==> config.mk <==
export PLATFORM = sky130hd
export DESIGN_NAME = seq_mult_flat
export DESIGN_NICKNAME = d
export VERILOG_FILES = /design/src/rtl/seq_mult_if.sv /design/src/rtl/seq_mult.sv /design/src/flat_wrapper.sv
export SDC_FILE = /design/constraint.sdc
export NUM_CORES = 1
export LEC_CHECK = 0
export CAP_MARGIN = 20
export CORE_ASPECT_RATIO = 1.4
export CORE_UTILIZATION = 60
export DETAILED_ROUTE_END_ITERATION = 8
export PLACE_DENSITY = 0.89
export SLEW_MARGIN = 20
export SYNTH_ARGS = -nofsm -noshare
export SYNTH_HDL_FRONTEND = slang
export SYNTH_SLANG_ARGS = --single-unit
==> constraint.sdc <==
create_clock -name clk -period 12.3 [get_ports clk]
set_input_delay 1.23 -clock clk [delete_from_list [all_inputs] [get_ports clk]]
set_output_delay 1.23 -clock clk [all_outputs]
set_load 0.1 [all_outputs]
==> src/rtl/seq_mult_if.sv <==
// seq_mult_if: operand/result handshake bundle for seq_mult.
//   master : producer/consumer side (drives operands and out_ready)
//   slave  : the multiplier (drives in_ready, out_valid, pout)
// Signals: in_valid/in_ready + xin, yin, sgn (operand channel),
//          out_valid/out_ready + pout (2*WIDTH-bit result channel).
interface seq_mult_if #(
    parameter int WIDTH = 8
);
    logic                 in_valid;
    logic                 in_ready;
    logic [WIDTH-1:0]     xin;
    logic [WIDTH-1:0]     yin;
    logic                 sgn;
    logic                 out_valid;
    logic                 out_ready;
    logic [2*WIDTH-1:0]   pout;

    modport master (
        output in_valid, xin, yin, sgn, out_ready,
        input  in_ready, out_valid, pout
    );

    modport slave (
        input  in_valid, xin, yin, sgn, out_ready,
        output in_ready, out_valid, pout
    );
endinterface

==> src/rtl/seq_mult.sv <==
// seq_mult: iterative shift-add multiplier, one multiplier bit per clock,
// LSB first. Unsigned or two's-complement operands (sgn sampled with the
// operands); full 2*WIDTH-bit product. Latency WIDTH cycles from acceptance
// to out_valid.
// Ports:
//   clk    rising-edge clock
//   rst_n  asynchronous active-low reset
//   bus    seq_mult_if.slave (operand and result valid/ready channels)
module seq_mult #(
    parameter int WIDTH = 8
) (
    input  logic      clk,
    input  logic      rst_n,
    seq_mult_if.slave bus
);
    localparam int CNT_W = (WIDTH > 1) ? $clog2(WIDTH) : 1;
    localparam int PW    = 2 * WIDTH;

    typedef enum logic [1:0] {IDLE, CALC, DONE} state_t;

    state_t             state, state_nxt;
    logic [PW-1:0]      xr;     // multiplicand, already extended to PW bits
    logic [PW-1:0]      acc;
    logic [PW-1:0]      pp;
    logic [WIDTH-1:0]   yr;
    logic               sr;
    logic [CNT_W-1:0]   cnt;
    logic               last;
    logic               accept;

    always_ff @(posedge clk or negedge rst_n) begin
        if (!rst_n) state <= IDLE;
        else        state <= state_nxt;
    end

    always_comb begin
        state_nxt     = state;
        bus.in_ready  = 1'b0;
        bus.out_valid = 1'b0;
        accept        = 1'b0;
        case (state)
            IDLE: begin
                // Gate with rst_n so in_ready reads low while reset is held.
                bus.in_ready = rst_n;
                accept       = bus.in_valid && rst_n;
                if (accept) state_nxt = CALC;
            end
            CALC: begin
                if (last) state_nxt = DONE;
            end
            DONE: begin
                bus.out_valid = 1'b1;
                if (bus.out_ready) state_nxt = IDLE;
            end
            default: state_nxt = IDLE;
        endcase
    end

    assign last = (cnt == CNT_W'(WIDTH - 1));
    assign pp   = yr[cnt] ? (xr << cnt) : '0;

    always_ff @(posedge clk or negedge rst_n) begin
        if (!rst_n) begin
            xr  <= '0;
            yr  <= '0;
            sr  <= 1'b0;
            cnt <= '0;
            acc <= '0;
        end else if (accept) begin
            xr  <= bus.sgn ? {{WIDTH{bus.xin[WIDTH-1]}}, bus.xin}
                           : {{WIDTH{1'b0}}, bus.xin};
            yr  <= bus.yin;
            sr  <= bus.sgn;
            cnt <= '0;
            acc <= '0;
        end else if (state == CALC) begin
            // Signed MSB carries weight -2^(WIDTH-1): subtract its partial product.
            acc <= (last && sr) ? acc - pp : acc + pp;
            cnt <= cnt + CNT_W'(1);
        end
    end

    // acc only changes in CALC, so it holds the last product through DONE
    // and afterwards until the next acceptance.
    assign bus.pout = acc;
endmodule

==> src/flat_wrapper.sv <==
// flat-port wrapper written by rule: the top's interface ports become plain ports
module seq_mult_flat 
#(
    parameter int WIDTH = 8
)
  (clk, rst_n, bus_in_valid, bus_xin, bus_yin, bus_sgn, bus_out_ready, bus_in_ready, bus_out_valid, bus_pout);
  seq_mult_if #(.WIDTH(WIDTH)) bus_i ();
  input  logic clk;
  input  logic rst_n;
  input wire logic [$bits(bus_i.in_valid)-1:0] bus_in_valid;
  input wire logic [$bits(bus_i.xin)-1:0] bus_xin;
  input wire logic [$bits(bus_i.yin)-1:0] bus_yin;
  input wire logic [$bits(bus_i.sgn)-1:0] bus_sgn;
  input wire logic [$bits(bus_i.out_ready)-1:0] bus_out_ready;
  output wire logic [$bits(bus_i.in_ready)-1:0] bus_in_ready;
  output wire logic [$bits(bus_i.out_valid)-1:0] bus_out_valid;
  output wire logic [$bits(bus_i.pout)-1:0] bus_pout;
  assign bus_i.in_valid = bus_in_valid;
  assign bus_i.xin = bus_xin;
  assign bus_i.yin = bus_yin;
  assign bus_i.sgn = bus_sgn;
  assign bus_i.out_ready = bus_out_ready;
  assign bus_in_ready = bus_i.in_ready;
  assign bus_out_valid = bus_i.out_valid;
  assign bus_pout = bus_i.pout;
  seq_mult #(.WIDTH(WIDTH)) u_core (.clk(clk), .rst_n(rst_n), .bus(bus_i));
endmodule
; ---- Word level (Yosys, flattened, before mapping)
; Cells that the tools add are included.
[totals]
regBits = 46
latch_bits = 0
ram_bits = 0
mem_bits_ro = 0
inputBits = 21
elab_cells = 38
mem_count = 0
[op_classes]
addsub = 3
mul = 0
div = 0
magnitude_cmp = 1
n_eq_ne = 6
shift = 1
n_mux = 16
bitwise_logic = 0
n_reduce_logical = 5
[op_table]
columns = cell, n
row1 = $mux W16, 5
row2 = $add A16 B16 Y16, 1
row3 = $shl A16 B3 Y16, 1
row4 = $sub A16 B16 Y16, 1
row5 = $mux W2, 3
row6 = $mux W3, 2
row7 = $pmux W2 S3, 1
row8 = $lt A3 B4 Y1 const B, 1
row9 = $mux W1, 4
row10 = $ne A2 B1 Y1 const B, 2
row11 = $add A3 B1 Y3 const B, 1
row12 = $bmux W1 S3, 1
row13 = $eq A3 B3 Y1 const B, 1
row14 = $reduce_and A3 Y1, 1
row15 = $eq A2 B1 Y1 const B, 1
row16 = $eq A2 B2 Y1 const B, 1
row17 = $logic_and A1 B1 Y1, 2
row18 = $logic_not A2 Y1, 1
row19 = $ne A2 B2 Y1 const B, 1
row20 = $reduce_bool A2 Y1, 1

; ---- Depth between registers and ports, before layout
; Gate-level depths: netlist of run 1.
[logic_depth]
depth_word = 7
depth_mapped = 18

; ---- Worst setup path before layout of run 1
; No wires, ideal clock.
[synth_path]
path_type = input to output
startpoint = in rst_n
endpoint = out bus_in_ready
t_arrival_ps = 3498
required_ps = 11070
setup_slack_ps = 7572
cell_stages = 1
cell_sequence = nor3b_1
[synth_via]
elab_chain_cells = 1
[synth_lines]
columns = element, line_no
row1 = from (decl), flat_wrapper.sv:9  ; input logic rst_n;
row2 = $mux W1, seq_mult.sv:41  ; case (state)
row3 = to (decl), flat_wrapper.sv:15  ; output wire logic [$bits(bus_i.in_ready)-1:0] bus_in_ready;
; No other way between the ends.

; ---- Final worst setup path of run 1
[layout_path]
startpoint = reg u_core.cnt[0]
endpoint = reg u_core.acc[15], in the netlist u_core.bus.pout[15]
[layout_via]
elab_chain_cells = 7
elab_cells_between_ends = 11
cone_classes = add/sub (2) / eq/ne (1) / shift (1) / mux (6) / reduce/logical (1)
[layout_lines]
columns = element, line_no
row1 = from (decl), seq_mult.sv:27  ; logic [CNT_W-1:0] cnt;
row2 = from (signal assigned), seq_mult.sv:79  ; cnt <= cnt + CNT_W'(1);
row3 = $bmux W1 S3, seq_mult.sv:60  ; assign pp = yr[cnt] ? (xr << cnt) : '0;
row4 = $mux W1 (not written as such), seq_mult.sv:60
row5 = $mux W16, seq_mult.sv:60
row6 = $add A16 B16 Y16 or $sub A16 B16 Y16 (tied branches), seq_mult.sv:78  ; acc <= (last && sr) ? acc - pp : acc + pp;
row7 = $mux W16 (*), seq_mult.sv:78
row8 = $mux W16 (*), seq_mult.sv:76  ; end else if (state == CALC) begin
row9 = $mux W16 (*), seq_mult.sv:69  ; end else if (accept) begin
row10 = to (signal assigned), seq_mult.sv:78
row11 = to (decl), seq_mult.sv:23  ; logic [PW-1:0] acc;
; Mark *: on every way between the ends. The rest lies on a longest branch, timed or not. The select of a mux whose other input is x is not followed.
; A chain may end at the register's enable or synchronous reset.

==> impl_metrics.env, run 1 <==
export IMPL_status="complete, no violations"
export IMPL_synth_top_cell_area_share=0.299
export IMPL_die_w_um=64.3
export IMPL_timing_worst_setup_path_type="reg2reg"
export IMPL_worst_pin_slew_ns=0.997
export IMPL_drt_vias_per_instance=6.00
export IMPL_h_tree_depth=2
export IMPL_grt_use_total=0.262
export IMPL_nets=444
export IMPL_ys_types=64
export IMPL_clk_latency_ns=0.30
export IMPL_tritoncts="done"
export IMPL_cts_sinks=39
export IMPL_fin_util=0.722
export IMPL_period_share=0.402
export IMPL_antenna_found_initial=0
export IMPL_io_buffer_count=38
export IMPL_crit_path_start_kind="flop"
export IMPL_place_ws_ns=7.37
export IMPL_seq_area_frac_synth=0.299
export IMPL_synthFlopType="dfrtp_1"
export IMPL_synth_seq_cells=39
export IMPL_rsz0062_at_grt="no"
export IMPL_die_height_um=89.3
export IMPL_die_area_mm2=0.00574
export IMPL_slew_violations=0
export IMPL_syn_area_mm2=0.00326
export IMPL_holdWs_ns=0.491
export IMPL_cts_resized=0
export IMPL_synth_edf_count=0
export IMPL_crit_fanout=22
export IMPL_synth_warnings=0
export IMPL_crit_arrival_ns=5.18
export IMPL_hold_class="reg2reg"
export IMPL_slew_headroom=0.333
export IMPL_end_kind="flop"
export IMPL_synth_area_top_cells="dfrtp_1 30%, nand2_1 8.6%, ha_1 6.9%"
export IMPL_clock_skew_ns=0.00399
export IMPL_max_cap_viol_count=0
export IMPL_hold_buffers=0
export IMPL_rows=31
export IMPL_grt_pass1_vias=2614
export IMPL_cts_root_buffer_cell="clkbuf_8"
export IMPL_layout_setup_ws_ns=7.35
export IMPL_timing_final_hold_violations=0
export IMPL_drc=0
export IMPL_dp_hpwl_um=4970
export IMPL_drtAntennaViolNets=0
export IMPL_wire_per_inst_um=14.3
export IMPL_setup_viol=0
export IMPL_finalSetupTns_ns=0
export IMPL_syn_avg_cell_area_um2=8.64
export IMPL_wirelength_um=6740
export IMPL_core_mm2=0.00520
export IMPL_synth_most_common_cell="nand2_1"
export IMPL_drt_initial_drc_count=125
export IMPL_start_util=0.628
export IMPL_overflow=0
export IMPL_first_pass_iters=4
export IMPL_vias=2819
export IMPL_required_ns=12.53
export IMPL_io_pins=39
export IMPL_netlist_instances=378
export IMPL_gp_congestion=0.965
export IMPL_clock_path_buffers=2
export IMPL_fmax_mhz=202
export IMPL_post_cts_repair_setup_buffers=0
export IMPL_grt_pass1_wl_um=11700
export IMPL_clk_pin_slew_ns=0.08
export IMPL_drive_above_1_share=0.0916
export IMPL_area_growth_pct=15.0
export IMPL_cts_buffers=5
export IMPL_fin_crit_ns=4.95
export IMPL_synth_largest_area_cell="dfrtp_1"
export IMPL_diodes=0
export IMPL_synthArstFlopShare=1.00
export IMPL_synth_nets=418
export IMPL_synth_commonest_cells="75 x nand2_1, 39 x dfrtp_1, 24 x o21ai_0, 22 x nand3_1, 18 x ha_1"
export IMPL_grt_max_degree=41
-- per-layer routing --
layer	vias to the layer above	routed length, um	GRT usage
met5	-	0	0
met2	64	3450	0.461
li1	1406	-	-
met4	0	157	0.119
met3	17	209	0.0485
met1	1332	2930	0.309
-- through the flow --
stage | instance area [um2] | instances
floorplan | 3260 | 378
global placement | 3650 | 463
detailed placement | 3650 | 463
CTS | 3750 | 470
global route | 3750 | 470
finish | 3750 | 470
-- registers in the layout (all words and copies together), names as in the netlist --
name	flops
u_core.state	2
u_core.cnt	3
u_core.xr	9
u_core.sr	1
u_core.bus.pout	16
u_core.yr	8
-- path summary, 6_finish.rpt --
kind,start,endpoint,cells past startpoint,slack [ns]
setup / recovery,u_core.cnt[0],u_core.bus.pout[15],15,7.35
setup reg to reg,u_core.cnt[0],u_core.bus.pout[15],15,7.35
max in group asynchronous,rst_n,u_core.bus.pout[11],2,10.98
hold reg to reg,u_core.yr[6],u_core.yr[6],2,0.49
min in group asynchronous,rst_n,u_core.bus.pout[3],2,0.97
hold / removal,u_core.yr[6],u_core.yr[6],2,0.49
-- critical path: stages (launching register included) --
cell	delay [ns]
dfrtp_1	0.85
mux4_2	0.72
and2_1	0.29
nand3_1	0.15
ha_1	0.17
inv_1	0.05
a31oi_2	0.15
a31o_2	0.21
xnor2_1	0.12
ha_1	0.29
a21o_1	0.23
o41ai_2	0.59
o311ai_1	0.34
a2111oi_0	0.51
a311oi_1	0.08
nand3_1	0.11
-- placed cells by master, fill, tap and decap left out, drive strengths merged, types with 3 or more instances in the layout --
| cell | n |
|---|---|
| nor2 | 17 |
| ha | 18 |
| and4 | 4 |
| mux2 | 3 |
| inv | 12 |
| and2 | 4 |
| mux2i | 5 |
| o21a | 7 |
| mux4 | 8 |
| o21bai | 3 |
| nand3 | 22 |
| clkdlybuf4s50 | 37 |
| nand4 | 3 |
| nand2b | 3 |
| a31oi | 7 |
| a31o | 3 |
| xor2 | 12 |
| dfrtp | 39 |
| nor3 | 7 |
| a21oi | 13 |
| o21ai | 25 |
| xnor2 | 10 |
| clkbuf | 5 |
| and3 | 4 |
| o31ai | 8 |
| nand2 | 75 |
| buf | 3 |
| nor2b | 6 |
| a21o | 7 |
| nor3b | 3 |
-- logic make-up (layout without fill, tap and decap cells) --
group	count (synthesis)	after routing	share of synthesized area
and+or+nand+nor	157	157	0.232
AOI/OAI and AO/OA	91	91	0.207
DFF	39	39	0.299
buffers and inverters	34	60	0.0429
xor gates and xnor gates	22	22	0.0590
adders and majority gates	19	19	0.0751
muxes	16	16	0.0843
-- final cells by class --
cell class                 instances  area, um2
multi-input combinational        305       2150
fill                             412       1440
timing repair buffer              40        390
tap                               66       82.6
clock buffer                       5       68.8
clock inverter                     2       37.5
inverter                          13       48.8
sequential                        39        976
Power of run 1 is left out: the tool's default activity adds up to more than one toggle a clock period on the data nets, which glitch-free logic cannot reach.
==> run 2, diff against run 1 <==
--- a/config.mk
+++ b/config.mk
@@ -7,9 +7,9 @@
 export LEC_CHECK = 0
 export CAP_MARGIN = 20
 export CORE_ASPECT_RATIO = 1.4
-export CORE_UTILIZATION = 60
+export CORE_UTILIZATION = 51
 export DETAILED_ROUTE_END_ITERATION = 8
-export PLACE_DENSITY = 0.89
+export PLACE_DENSITY = 0.81
 export SLEW_MARGIN = 20
 export SYNTH_ARGS = -nofsm -noshare
 export SYNTH_HDL_FRONTEND = slang
==> constraint.sdc (replaced) <==
create_clock -name clk -period 4.5 [get_ports clk]
set_input_delay 0.45 -clock clk [delete_from_list [all_inputs] [get_ports clk]]
set_output_delay 0.45 -clock clk [all_outputs]
set_load 0.1 [all_outputs]
==> run 2 against run 1 <==
Against the previous run:
- clock skew is 0.0071 ns higher
- first-iteration DRC count is 4.0% lower
- routed wire length is 6.2% higher
- count of clock-buffer cells in the layout is 1 higher
- final cell count is 2.8% higher
- flip-flop and latch count stayed put
- sequential share of layout area is 0.67 points lower
- fmax is 20% higher
- final area is 2.6% higher
- register-to-register slack worse by 7.0 ns
- via count is 1.6% higher
- critical path type unchanged
- highest routed layer unchanged
==> impl_metrics.env, run 2 (same netlist as run 1, synthesis figures left out) <==
export IMPL_drive_above_1_share=0.112
export IMPL_vias=2865
export IMPL_nets=450
export IMPL_cts_root_buffer_cell="clkbuf_8"
export IMPL_place_ws_ns=0.346
export IMPL_holdWs_ns=0.232
export IMPL_r2r_start="u_core.cnt[0]"
export IMPL_slew_headroom=0.355
export IMPL_first_pass_iters=4
export IMPL_start_util=0.526
export IMPL_max_cap_viol_count=0
export IMPL_clock_path_buffers=2
export IMPL_drtAntennaViolNets=0
export IMPL_grt_max_degree=41
export IMPL_finalSetupTns_ns=0
export IMPL_setup_viol=0
export IMPL_crit_fanout=7
export IMPL_die_area_mm2=0.00673
export IMPL_grt_use_total=0.226
export IMPL_crit_end="u_core.bus.pout[15]"
export IMPL_clock_skew_ns=0.0111
export IMPL_r2r_end="u_core.bus.pout[15]"
export IMPL_end_kind="flop"
export IMPL_gp_congestion=0.911
export IMPL_crit_arrival_ns=4.29
export IMPL_tritoncts="done"
export IMPL_cts_buffers=5
export IMPL_io_pins=39
export IMPL_h_tree_depth=2
export IMPL_required_ns=4.68
export IMPL_worst_pin_slew_ns=0.965
export IMPL_layout_setup_ws_ns=0.387
export IMPL_io_buffer_count=38
export IMPL_antenna_found_initial=0
export IMPL_largest_reg_flops=16
export IMPL_clk_latency_ns=0.30
export IMPL_rr_worst_depth=17
export IMPL_dp_cells=475
export IMPL_die_height_um=96.7
export IMPL_hold_class="in2async"
export IMPL_rsz0062_at_grt="no"
export IMPL_cts_sinks=39
export IMPL_layout_commonest_cell="nand2_1"
export IMPL_hold_buffers=0
export IMPL_fin_crit_ns=4.11
export IMPL_fmax_mhz=243
export IMPL_dp_hpwl_um=5240
export IMPL_crit_path_start_kind="flop"
export IMPL_drc=0
export IMPL_final_cell_mix="74 x nand2_1, 39 x dfrtp_1, 37 x clkdlybuf4s50_1"
export IMPL_fill_cells=538
export IMPL_drt_initial_drc_count=120
export IMPL_final_cell_count_no_fill=483
export IMPL_grt_pass1_vias=2801
export IMPL_drt_vias_per_instance=5.93
export IMPL_grt_pass1_wl_um=12600
export IMPL_die_w_um=69.6
export IMPL_overflow=0
export IMPL_timing_final_hold_violations=0
export IMPL_rows=34
export IMPL_period_share=0.914
export IMPL_clk_pin_slew_ns=0.08
export IMPL_core_mm2=0.00621
export IMPL_diodes=0
export IMPL_cp_startpoint="u_core.cnt[0]"
export IMPL_wire_per_inst_um=14.8
export IMPL_area_growth_pct=18.1
export IMPL_reg2reg_setup_slack_ns=0.39
export IMPL_wirelength_um=7160
export IMPL_slew_violations=0
export IMPL_status="complete, no violations"
export IMPL_timing_worst_setup_path_type="reg2reg"
[run 2: final cells by class]
| class | count | area (um2) | area share |
|---|---|---|---|
| Multi-Input combinational cell | 305 | 2170 | 0.563 |
| Sequential cell | 39 | 976 | 0.253 |
| Inverter | 13 | 48.8 | 0.0127 |
| Clock buffer | 6 | 72.6 | 0.0188 |
| Clock inverter | 2 | 60.1 | 0.0156 |
| Tap cell | 72 | 90.1 | 0.0234 |
| Timing Repair Buffer | 46 | 435 | 0.113 |
[run 2: how the worst min path moves through the flow]
stage / from / slack (ns) / to
finish: rst_n / 0.23 / u_core.bus.pout[6]
global route: rst_n / 0.28 / u_core.bus.pout[14]
CTS: rst_n / 0.26 / u_core.bus.pout[6]
detailed placement: u_core.yr[6] / 0.47 / u_core.yr[6]
global placement: u_core.yr[6] / 0.46 / u_core.yr[6]
floorplan: rst_n / 0.15 / u_core.bus.pout[0]
[run 2: metrics by stage]
stage	cell area (um2)	utilization
after floorplan	3260	-
after global placement	3700	0.595
after detailed placement	3700	0.595
after CTS	3830	0.617
after global routing	3850	0.620
final	3850	0.620
[run 2: per-layer routing]
layer  vias up  share of wire  GRT usage
li1       1427              -          -
met1      1363           0.42      0.271
met2        63           0.52      0.404
met3        12          0.033     0.0323
met4         0          0.021     0.0892
met5         -              0          0
[run 2: critical path, stage by stage, from the launching register on]
cell and delay, ns:
dfrtp_1 0.37, mux4_2 0.51, and2_1 0.25, nand3_1 0.14, ha_1 0.18, inv_1 0.05
a31oi_2 0.17, a31o_2 0.21, and3_2 0.21, xor2_1 0.16, ha_1 0.29, a21o_1 0.17
a31oi_1 0.26, a2bb2oi_2 0.21, o311ai_2 0.20, and4_1 0.22, a311oi_1 0.28, nand3_1 0.11
[run 2: repair_timing]
| action | CTS | global route |
|---|---|---|
| buffers inserted | 0 | 0 |
| resized for setup | 0 | 4 |
| setup endpoints to repair | 0 | 1 |
Power of run 2 is left out for the same reason.
